**src/rtl/crc32_multi_hash.sv**
```systemverilog
// Multi-row CRC-32 key hasher: NUM_HASH seeded reflected CRC-32 rows, 2-stage elastic pipeline.
// Stage 1 folds the upper half of the key bytes, stage 2 the rest plus the final inversion.
module crc32_multi_hash #(
  parameter int                       DATA_W   = 64,
  parameter int                       NUM_HASH = 3,
  parameter int                       IDX_W    = 16,
  parameter int                       TAG_W    = 8,
  parameter logic [NUM_HASH*32-1:0]   SEEDS    = {32'h9E3779B9, 32'h5A5A5A5A, 32'hFFFFFFFF}
) (
  input  logic                      clk,
  input  logic                      reset_n,
  input  logic [DATA_W-1:0]         in_data,
  input  logic [TAG_W-1:0]          in_tag,
  input  logic                      in_valid,
  output logic                      in_ready,
  output logic [NUM_HASH*32-1:0]    out_crc,
  output logic [NUM_HASH*IDX_W-1:0] out_idx,
  output logic [TAG_W-1:0]          out_tag,
  output logic                      out_valid,
  input  logic                      out_ready,
  output logic [31:0]               out_count
);

  localparam int NB     = DATA_W / 8;
  localparam int NB1    = NB / 2;
  localparam int KEY2_W = (NB - NB1) * 8;

  // One byte of the LSB-first CRC-32 (reflected polynomial 0xEDB88320).
  function automatic logic [31:0] crc_byte(input logic [31:0] c, input logic [7:0] b);
    logic [31:0] r;
    r = c ^ {24'd0, b};
    for (int k = 0; k < 8; k++) begin
      r = r[0] ? ((r >> 1) ^ 32'hEDB88320) : (r >> 1);
    end
    return r;
  endfunction

  logic                      r_s1_valid;
  logic [KEY2_W-1:0]         r_s1_key;
  logic [TAG_W-1:0]          r_s1_tag;
  logic [NUM_HASH*32-1:0]    r_s1_crc;
  logic                      r_out_valid;
  logic [NUM_HASH*32-1:0]    r_out_crc;
  logic [TAG_W-1:0]          r_out_tag;
  logic [31:0]               r_out_count;

  logic [NUM_HASH*32-1:0]    w_s1_crc;
  logic [NUM_HASH*32-1:0]    w_s2_crc;
  logic                      w_s1_load;
  logic                      w_s2_load;

  genvar gi;
  generate
    for (gi = 0; gi < NUM_HASH; gi++) begin : g_row
      logic [31:0] w_part;
      logic [31:0] w_full;

      always_comb begin
        w_part = SEEDS[32*gi +: 32];
        for (int j = 0; j < NB1; j++) begin
          w_part = crc_byte(w_part, in_data[DATA_W-1-8*j -: 8]);
        end
      end

      // Only the lower bytes travel to stage 2; the upper ones are already folded in.
      always_comb begin
        w_full = r_s1_crc[32*gi +: 32];
        for (int j = 0; j < NB - NB1; j++) begin
          w_full = crc_byte(w_full, r_s1_key[KEY2_W-1-8*j -: 8]);
        end
      end

      assign w_s1_crc[32*gi +: 32]     = w_part;
      assign w_s2_crc[32*gi +: 32]     = ~w_full;
      assign out_idx[IDX_W*gi +: IDX_W] = r_out_crc[32*gi +: IDX_W];
    end
  endgenerate

  assign w_s2_load = ~r_out_valid | out_ready;
  assign w_s1_load = ~r_s1_valid | w_s2_load;
  assign in_ready  = ~r_s1_valid | ~r_out_valid | out_ready;

  always_ff @(posedge clk or negedge reset_n) begin
    if (!reset_n) begin
      r_s1_valid  <= 1'b0;
      r_s1_key    <= '0;
      r_s1_tag    <= '0;
      r_s1_crc    <= '0;
      r_out_valid <= 1'b0;
      r_out_crc   <= '0;
      r_out_tag   <= '0;
      r_out_count <= '0;
    end else begin
      if (w_s1_load) begin
        r_s1_valid <= in_valid;
        if (in_valid) begin
          r_s1_key <= in_data[KEY2_W-1:0];
          r_s1_tag <= in_tag;
          r_s1_crc <= w_s1_crc;
        end
      end
      // Output registers only change on a real load so stalled results hold still.
      if (w_s2_load) begin
        r_out_valid <= r_s1_valid;
        if (r_s1_valid) begin
          r_out_crc <= w_s2_crc;
          r_out_tag <= r_s1_tag;
        end
      end
      if (r_out_valid && out_ready) begin
        r_out_count <= r_out_count + 32'd1;
      end
    end
  end

  assign out_crc   = r_out_crc;
  assign out_tag   = r_out_tag;
  assign out_valid = r_out_valid;
  assign out_count = r_out_count;

endmodule

```
**config.mk**
```make
export PLATFORM = sky130hd
export DESIGN_NAME = crc32_multi_hash
export DESIGN_NICKNAME = d
export VERILOG_FILES = /design/src/rtl/crc32_multi_hash.sv
export SDC_FILE = /design/constraint.sdc
export NUM_CORES = 1
export LEC_CHECK = 0
export CAP_MARGIN = 20
export CORE_ASPECT_RATIO = 1.4
export CORE_MARGIN = 5
export CORE_UTILIZATION = 55
export CTS_CLUSTER_SIZE = 10
export DETAILED_ROUTE_END_ITERATION = 10
export PLACE_DENSITY = 0.89
export SYNTH_ARGS = -nofsm -noshare
export SYNTH_HDL_FRONTEND = slang
export SYNTH_SLANG_ARGS = --single-unit
export TNS_END_PERCENT = 5
```
**constraint.sdc**
```tcl
create_clock -name clk -period 12.9 [get_ports clk]
set_clock_uncertainty 0.2 [all_clocks]
set_input_delay 3.225 -clock clk [delete_from_list [all_inputs] [get_ports clk]]
set_output_delay 3.225 -clock clk [all_outputs]
set_load 0.02 [all_outputs]
```
Word level (Yosys, flattened, before mapping)
Cells that the tools add are included.

Logic and storage cells: 429. Output and inout port bits: 186. Bits of input ports: 76. Latch bits: 0. Bits in writable memories: 0. Bits in registers: 274. Memories: 0. Bits in read-only memories: 0.

Multiplexer cells: 192. Add/subtract/negate cells: 1. $mul: 0. Div/mod/pow operators: 0. Bitwise logic cells: 225. Eq/ne operators: 0. $lt $le $gt $ge: 0. Shift-type cells: 0. Reduce and logical (&&, ||, !) cells: 3.

Operators by type and width (number): $mux W32 (192); $not A13 Y14 (191); $xor A32 B8 Y32 (21); $not A32 Y32 (3); $add A32 B1 Y32 const B (1); $not A8 Y32 (1); $not A5 Y20 (1); $not A4 Y16 (1); $not A12 Y14 (1); $or A1 B1 Y1 (4); $reduce_and A2 Y1 (2); $not A1 Y1 (2); $logic_and A1 B1 Y1 (1).

Logic depth before layout (Yosys ltp)
Gate-level depths: netlist of the first run.

Depth after elaboration: 69. Depth in mapped cells: 11. Gate-level depth less buffers: 9.

Least setup slack after synthesis of the first run
No wires, ideal clock.

Kind: in2out. Start: input out_ready. End: output in_ready. Stages on the path: 1. Slack: 5957 ps. Required time: 9475 ps. Arrival: 3518 ps. Buffers on the path: 0. Path through: nand3b_1.

Cells in the longest elaborated chain, start to end: 1.

Ends and longest elaborated chain: start: declaration (RTL line 20) `input logic out_ready,`; $or A1 B1 Y1 (RTL line 81) `assign in_ready = ~r_s1_valid | ~r_out_valid | out_ready;`; end: declaration (RTL line 15) `output logic in_ready,`.

No other way between the ends.

Worst setup path after layout of the first run
Same ends and word-level chain as after synthesis.

==> impl_results.md, run 1 <==
* Top library cells by usage in the layout, fill and taps aside: sky130_fd_sc_hd__xnor2_1, sky130_fd_sc_hd__dfrtp_1, sky130_fd_sc_hd__nand2_1
* Max Slew Vio Count at 0
* Fraction of final layout cells with drive strength greater than 1 at 6.51%
* Worst Setup End Kind: output pin
* Setup slack of the most critical reg-to-reg path at 7.90 ns
* Critical Path Start Type: primary input
* Clock sink count at 274
* Worst hold slack at 0.275 ns
* Final Net Count at 2,209
* CTS tree: done
* Hold Path Sink: r_s1_tag[6]$_DFFE_PN0P_
* Arithmetic-cell share of the synthesized area counting full adders, half adders and majority gates at 0.0557%
* Residual overflow from global routing at 0
* Summed instance area of the synthesized netlist at 0.0225 mm²
* Worst slew margin at 24.3%
* Total routing usage reported by global routing at 24.6%
* Post-CTS setup buffer count at 0
* Number of setup violations in the final report at 0
* Min cycle time layout at 8.04 ns
* Post-route clock period utilization at 62.3%
* Worst-path clk slew at 0.05 ns
* Row Count at 87
* Synthesized-area fraction occupied by xor and xnor cells at 55.1%
* Clock root cell: sky130_fd_sc_hd__clkbuf_16
* Portion of the post-synthesis area used by sequential elements at 30.5%
* Number of nets still failing antenna checks after routing at 0
* YS warnings at 0
* Clock buffer depth at 3
* Simple-gate share of the synthesized area at 6.08%
* Fill count at 3,054
* Effective utilization at floorplan at 55.6%
* Filler-free cell count of the finished design at 2,668
* CP max FO at 4
* Actual slew at the worst max-slew pin at 1.13 ns
* Top-level I/O count at 262
* Most common cell after layout, fill and taps aside: sky130_fd_sc_hd__xnor2_1
* Worst skew pair latency at 0.56 ns
* Chip Height at 249 µm
* Number of hold violations in the final report at 0
* Unrepaired setup endpoints after global routing: false
* Pin count of the biggest net entering global routing at 125
* Final non-filler cell area at 0.0260 mm²
* Result of the run: complete, no violations
* DRC at 0
* Min-delay src: r_s1_tag[6]$_DFFE_PN0P_
* CP max-delay cell: sky130_fd_sc_hd__clkdlybuf4s50_1
* Total via count after detailed routing at 14,000
* Critical R2R Launch: r_s1_key[27]$_DFFE_PN0P_
* Global-route wire length before repair at 88.1 mm
* Number of buffer cells added on primary ports at 261
* Mean area per synthesized cell at 11.6 µm²
* Maximum frequency from static timing analysis at 124 MHz
* Final weighted congestion in routability-driven placement at 0.953
* Routed WL at 56.4 mm
* Width of the die at 181 µm
* Number of inserted diodes at 0
* DPL Wire Length at 45.5 mm
* DP Cell Count at 2,632
* Mux cell area share after synthesis at 1.00%
* End of the worst register-to-register path: out_crc[90]$_DFFE_PN0P_
* Library cell appearing most often on the critical path: sky130_fd_sc_hd__clkdlybuf4s50_1
* Hold-critical path depth at 2
* Post-synthesis instance total at 1,943
* Max-capacitance violation count at 0
* Post-detailed-route via-to-cell ratio at 5.26
* Avg WL per Cell at 21.1 µm
* Number of buffers created by CTS at 31
* Worst-path cell chain: clkdlybuf4s50_1 -> nand3b_1 -> clkdlybuf4s50_1
* Router iterations before antenna repair at 6
* Post-CTS Resized at 0
* Placeable Area at 0.0404 mm²
* Compound-cell area share of the yosys netlist at 4.33%
* Arr. time, crit path at 4.61 ns
* Count of hold-fix buffers inserted at cts at 0
* Post-place instance area at 0.0252 mm²
* Required arrival time at the worst endpoint at 9.47 ns
* Delay of the slowest cell on the worst path at 0.64 ns
* Overall die area at 0.0451 mm²
* Layout-stage area growth over the synthesis result at 15.7%
* Antenna violations before repair at 0
* CTS H-Tree Depth at 1
* Iteration-0 DRC Markers at 865
* Unique masters post-synth at 34
* Synth Net Count at 2,020
* Combinational family with the most area after synthesis: XOR/XNOR gates
* Crit Path Category: primary input to output pin
* Hold Path Class: register to register
* Flop and latch count out of synthesis at 274
* Vias in the first global route at 15,400
* Path depth of the worst reg2reg path at 9
* Sum of negative setup slack at 0 ns
[Yosys cell counts (all sizes together)]
master	number	area, µm²
xnor2	648	6130
dfrtp	274	6860
nand2	274	1030
xor2	191	1810
xnor3	166	3750
o21ai	85	425
buf	61	448
clkbuf	51	191
o21a	45	338
nor2	36	135
xor3	29	694
a21o	28	210
mux2	20	225
nand4	10	62.6
and2	5	31.3
nand3	4	20.0
and3	3	18.8
and4	3	26.3
nand2b	3	18.8
inv	2	7.51
or2	2	12.5
ha	1	12.5
nand3b	1	7.51
nor3	1	5.00
[cell type report]
| cell class | instances | area (µm²) | share of cell area, % |
|---|---|---|---|
| timing repair buffer | 268 | 2690 | 10.3 |
| multi-input combinational | 1555 | 15000 | 57.6 |
| clock buffer | 34 | 787 | 3.03 |
| clock inverter | 1 | 5.00 | 0.0193 |
| tap | 534 | 668 | 2.57 |
| sequential | 274 | 6860 | 26.4 |
| inverter | 2 | 7.51 | 0.0289 |
[cells by family after synthesis]
| logic type | count (synthesis) |
|---|---|
| AO/OA/AOI/OAI | 158 |
| flip-flops | 274 |
| AND/OR/NAND/NOR | 342 |
| adder cells (fa/ha/maj) | 1 |
| XOR/XNOR | 1034 |
| buffers and inverters | 114 |
| multiplexers | 20 |
[state kept, by name (all words and copies together), names as in the netlist]
name and flops:
out_crc 96, r_s1_crc 96, out_count 32, out_valid 1, r_s1_valid 1, r_s1_key 32
r_s1_tag 8, out_tag 8
[stage by stage]
stage | util (%) | setup WS (ns)
after CTS | 64.3 | 4.86
after detailed placement | 62.3 | 4.88
after global routing | 64.4 | 4.84
final | 64.4 | 4.86
after floorplan | - | 5.96
after global placement | 62.3 | 4.88
[worst max-delay path: cells and delay by family]
family / cells / cell delay, ns
buffers and inverters: 2 / 1.17
AND/OR/NAND/NOR: 1 / 0.21
[routing by layer]
metal	wire length (µm)	track usage [%]
met5	0	0
met4	3620	13.5
met3	2200	2.78
met2	29900	45.5
met1	20700	27.5
[how the worst max path moves through the flow]
| stage | startpoint | endpoint | slack [ns] | cells past startpoint |
|---|---|---|---|---|
| 2_1_floorplan | out_ready | in_ready | 5.96 | 1 |
| 3_3_place_gp | out_ready | in_ready | 4.88 | 3 |
| 3_5_place_dp | out_ready | in_ready | 4.88 | 3 |
| 4_1_cts | out_ready | in_ready | 4.86 | 3 |
| 5_1_grt | out_ready | in_ready | 4.84 | 3 |
| 6_report | out_ready | in_ready | 4.86 | 3 |
Power of run 1 is left out: the tool's default activity adds up to more than one toggle a clock period on the data nets, which glitch-free logic cannot reach.
==> run 2: changes to the inputs <==
--- a/config.mk
+++ b/config.mk
@@ -8,10 +8,10 @@
 export CAP_MARGIN = 20
 export CORE_ASPECT_RATIO = 1.4
 export CORE_MARGIN = 5
-export CORE_UTILIZATION = 55
+export CORE_UTILIZATION = 52
 export CTS_CLUSTER_SIZE = 10
 export DETAILED_ROUTE_END_ITERATION = 10
-export PLACE_DENSITY = 0.89
+export PLACE_DENSITY = 0.88
 export SYNTH_ARGS = -nofsm -noshare
 export SYNTH_HDL_FRONTEND = slang
 export SYNTH_SLANG_ARGS = --single-unit
==> constraint.sdc (replaced) <==
create_clock -name clk -period 7.37 [get_ports clk]
set_clock_uncertainty 0.2 [all_clocks]
set_input_delay 1.8425 -clock clk [delete_from_list [all_inputs] [get_ports clk]]
set_output_delay 1.8425 -clock clk [all_outputs]
set_load 0.02 [all_outputs]
==> impl_results.md, run 2 (synthesized netlist as in run 1, its figures left out) <==
* Result of the run: complete, no violations
* Most common cell after layout, fill and taps aside: sky130_fd_sc_hd__xnor2_1
* Residual overflow from global routing at 0 (unchanged)
* Post-detailed-route via-to-cell ratio at 5.23 (-0.57%)
* Count of hold-fix buffers inserted at cts at 0 (unchanged)
* Worst skew pair latency at 0.58 ns (+0.02 ns)
* Max Slew Vio Count at 0 (unchanged)
* Width of the die at 186 µm (+2.7%)
* Critical Path Start Type: primary input
* Final weighted congestion in routability-driven placement at 0.973 (+2.1%)
* Hold Path Sink: r_s1_tag[4]$_DFFE_PN0P_
* Number of nets still failing antenna checks after routing at 0 (unchanged)
* Post-CTS setup buffer count at 0 (unchanged)
* Avg WL per Cell at 21.6 µm (+2.3%)
* Post-route clock period utilization at 78.6%
* Max-capacitance violation count at 0 (unchanged)
* Number of hold violations in the final report at 0 (unchanged)
* CTS tree: done
* Worst hold slack at 0.275 ns (-0.000662 ns)
* Clock sink count at 274 (unchanged)
* Actual slew at the worst max-slew pin at 1.17 ns (+0.0402 ns)
* End of the worst register-to-register path: out_crc[19]$_DFFE_PN0P_
* Min cycle time layout at 5.79 ns
* Final Net Count at 2,210 (+0.045%)
* Number of inserted diodes at 0 (unchanged)
* Required arrival time at the worst endpoint at 7.63 ns (-1.84 ns)
* Clock root cell: sky130_fd_sc_hd__clkbuf_16
* Path depth of the worst reg2reg path at 9 (unchanged)
* Routed WL at 58.1 mm (+3.1%)
* DRC at 0 (unchanged)
* Worst slew margin at 21.6% (-2.7 points)
* Antenna violations before repair at 0 (unchanged)
* Hold Path Class: register to register
* Worst Setup End Kind: register
* Router iterations before antenna repair at 5 (-1)
* CTS H-Tree Depth at 1 (unchanged)
* Clock buffer depth at 3 (unchanged)
* Number of setup violations in the final report at 0 (unchanged)
* Hold-critical path depth at 2 (unchanged)
* Fraction of final layout cells with drive strength greater than 1 at 6.60% (+0.088 points)
* Post-CTS Resized at 0 (unchanged)
* Min-delay src: r_s1_tag[4]$_DFFE_PN0P_
* Setup slack of the most critical reg-to-reg path at 2.36 ns (-5.54 ns)
* Top library cells by usage in the layout, fill and taps aside: sky130_fd_sc_hd__xnor2_1, sky130_fd_sc_hd__dfrtp_1, sky130_fd_sc_hd__nand2_1
* Effective utilization at floorplan at 52.4% (-3.3 points)
* Row Count at 90 (+3.4%)
* Vias in the first global route at 15,300 (-0.59%)
* Unrepaired setup endpoints after global routing: false
* CP max FO at 7 (+3)
* Sum of negative setup slack at 0 ns (unchanged)
* Pin count of the biggest net entering global routing at 147 (+18%)
* Placeable Area at 0.0429 mm² (+6.2%)
* Top-level I/O count at 262 (unchanged)
* Overall die area at 0.0475 mm² (+5.5%)
* Arr. time, crit path at 6.05 ns (+1.44 ns)
* Iteration-0 DRC Markers at 606 (-30%)
* Chip Height at 256 µm (+2.7%)
* Crit Path Category: primary input to register
* Worst-path clk slew at 0.05 ns (about the same)
* Critical R2R Launch: r_s1_key[24]$_DFFE_PN0P_
* Maximum frequency from static timing analysis at 173 MHz
* Number of buffer cells added on primary ports at 261 (unchanged)
* Total routing usage reported by global routing at 24.3% (-0.29 points)
* Total via count after detailed routing at 14,100 (+0.17%)
* Global-route wire length before repair at 89.9 mm (+2.1%)
* DPL Wire Length at 47.5 mm (+4.3%)
* Layout-stage area growth over the synthesis result at 15.9%
* Number of buffers created by CTS at 31 (unchanged)
## run 2: layout make-up
cell class              instances  area [µm²]
clock buffers                  34         787
clock inverters                 2        13.8
fillers                      3370       16900
inverters                       2        7.51
multi-input cells            1555       15000
flip-flops and latches        274        6860
well taps                     552         691
repair buffers                269        2700
## run 2: routing by layer
layer	track usage [%]	up-vias	share of wire [%]
met3	2.42	156	4.3
met5	0	-	0
met1	26.8	6940	35
met2	44.9	399	54
li1	-	6572	-
met4	13.6	0	6.8
## run 2: worst max path at each step
stage           startpoint                  endpoint  slack (ns)  cells after the start
4_1_cts        in_data[63]  r_s1_crc[90]$_DFFE_PN0P_        1.56                      9
3_3_place_gp   in_data[63]  r_s1_crc[20]$_DFFE_PN0P_        1.09                      9
2_1_floorplan  in_data[59]  r_s1_crc[27]$_DFFE_PN0P_        1.98                     10
6_report       in_data[58]  r_s1_crc[24]$_DFFE_PN0P_        1.58                     10
5_1_grt        in_data[58]  r_s1_crc[56]$_DFFE_PN0P_        1.36                     10
3_5_place_dp   in_data[63]  r_s1_crc[90]$_DFFE_PN0P_        0.96                      9
## run 2: per-stage QoR
step / instances / instance area, µm² / utilization (%) / setup WS (ns)
after global routing: 2688 / 26000 / 60.7 / 1.36
after floorplan: 1943 / 22500 / - / 1.98
after detailed placement: 2652 / 25200 / 58.8 / 0.959
after global placement: 2652 / 25200 / 58.8 / 1.09
final: 2688 / 26000 / 60.7 / 1.58
after CTS: 2688 / 26000 / 60.7 / 1.56
## run 2: critical path, stage by stage
cell	delay [ns]
sky130_fd_sc_hd__clkdlybuf4s50_1	0.74
sky130_fd_sc_hd__xor2_1	0.65
sky130_fd_sc_hd__xnor3_1	0.42
sky130_fd_sc_hd__xor2_2	0.44
sky130_fd_sc_hd__xor3_1	0.59
sky130_fd_sc_hd__xnor3_1	0.50
sky130_fd_sc_hd__xnor2_1	0.41
sky130_fd_sc_hd__xnor2_1	0.18
sky130_fd_sc_hd__nor2_1	0.09
sky130_fd_sc_hd__a21o_1	0.19
Power of run 2 is left out for the same reason.
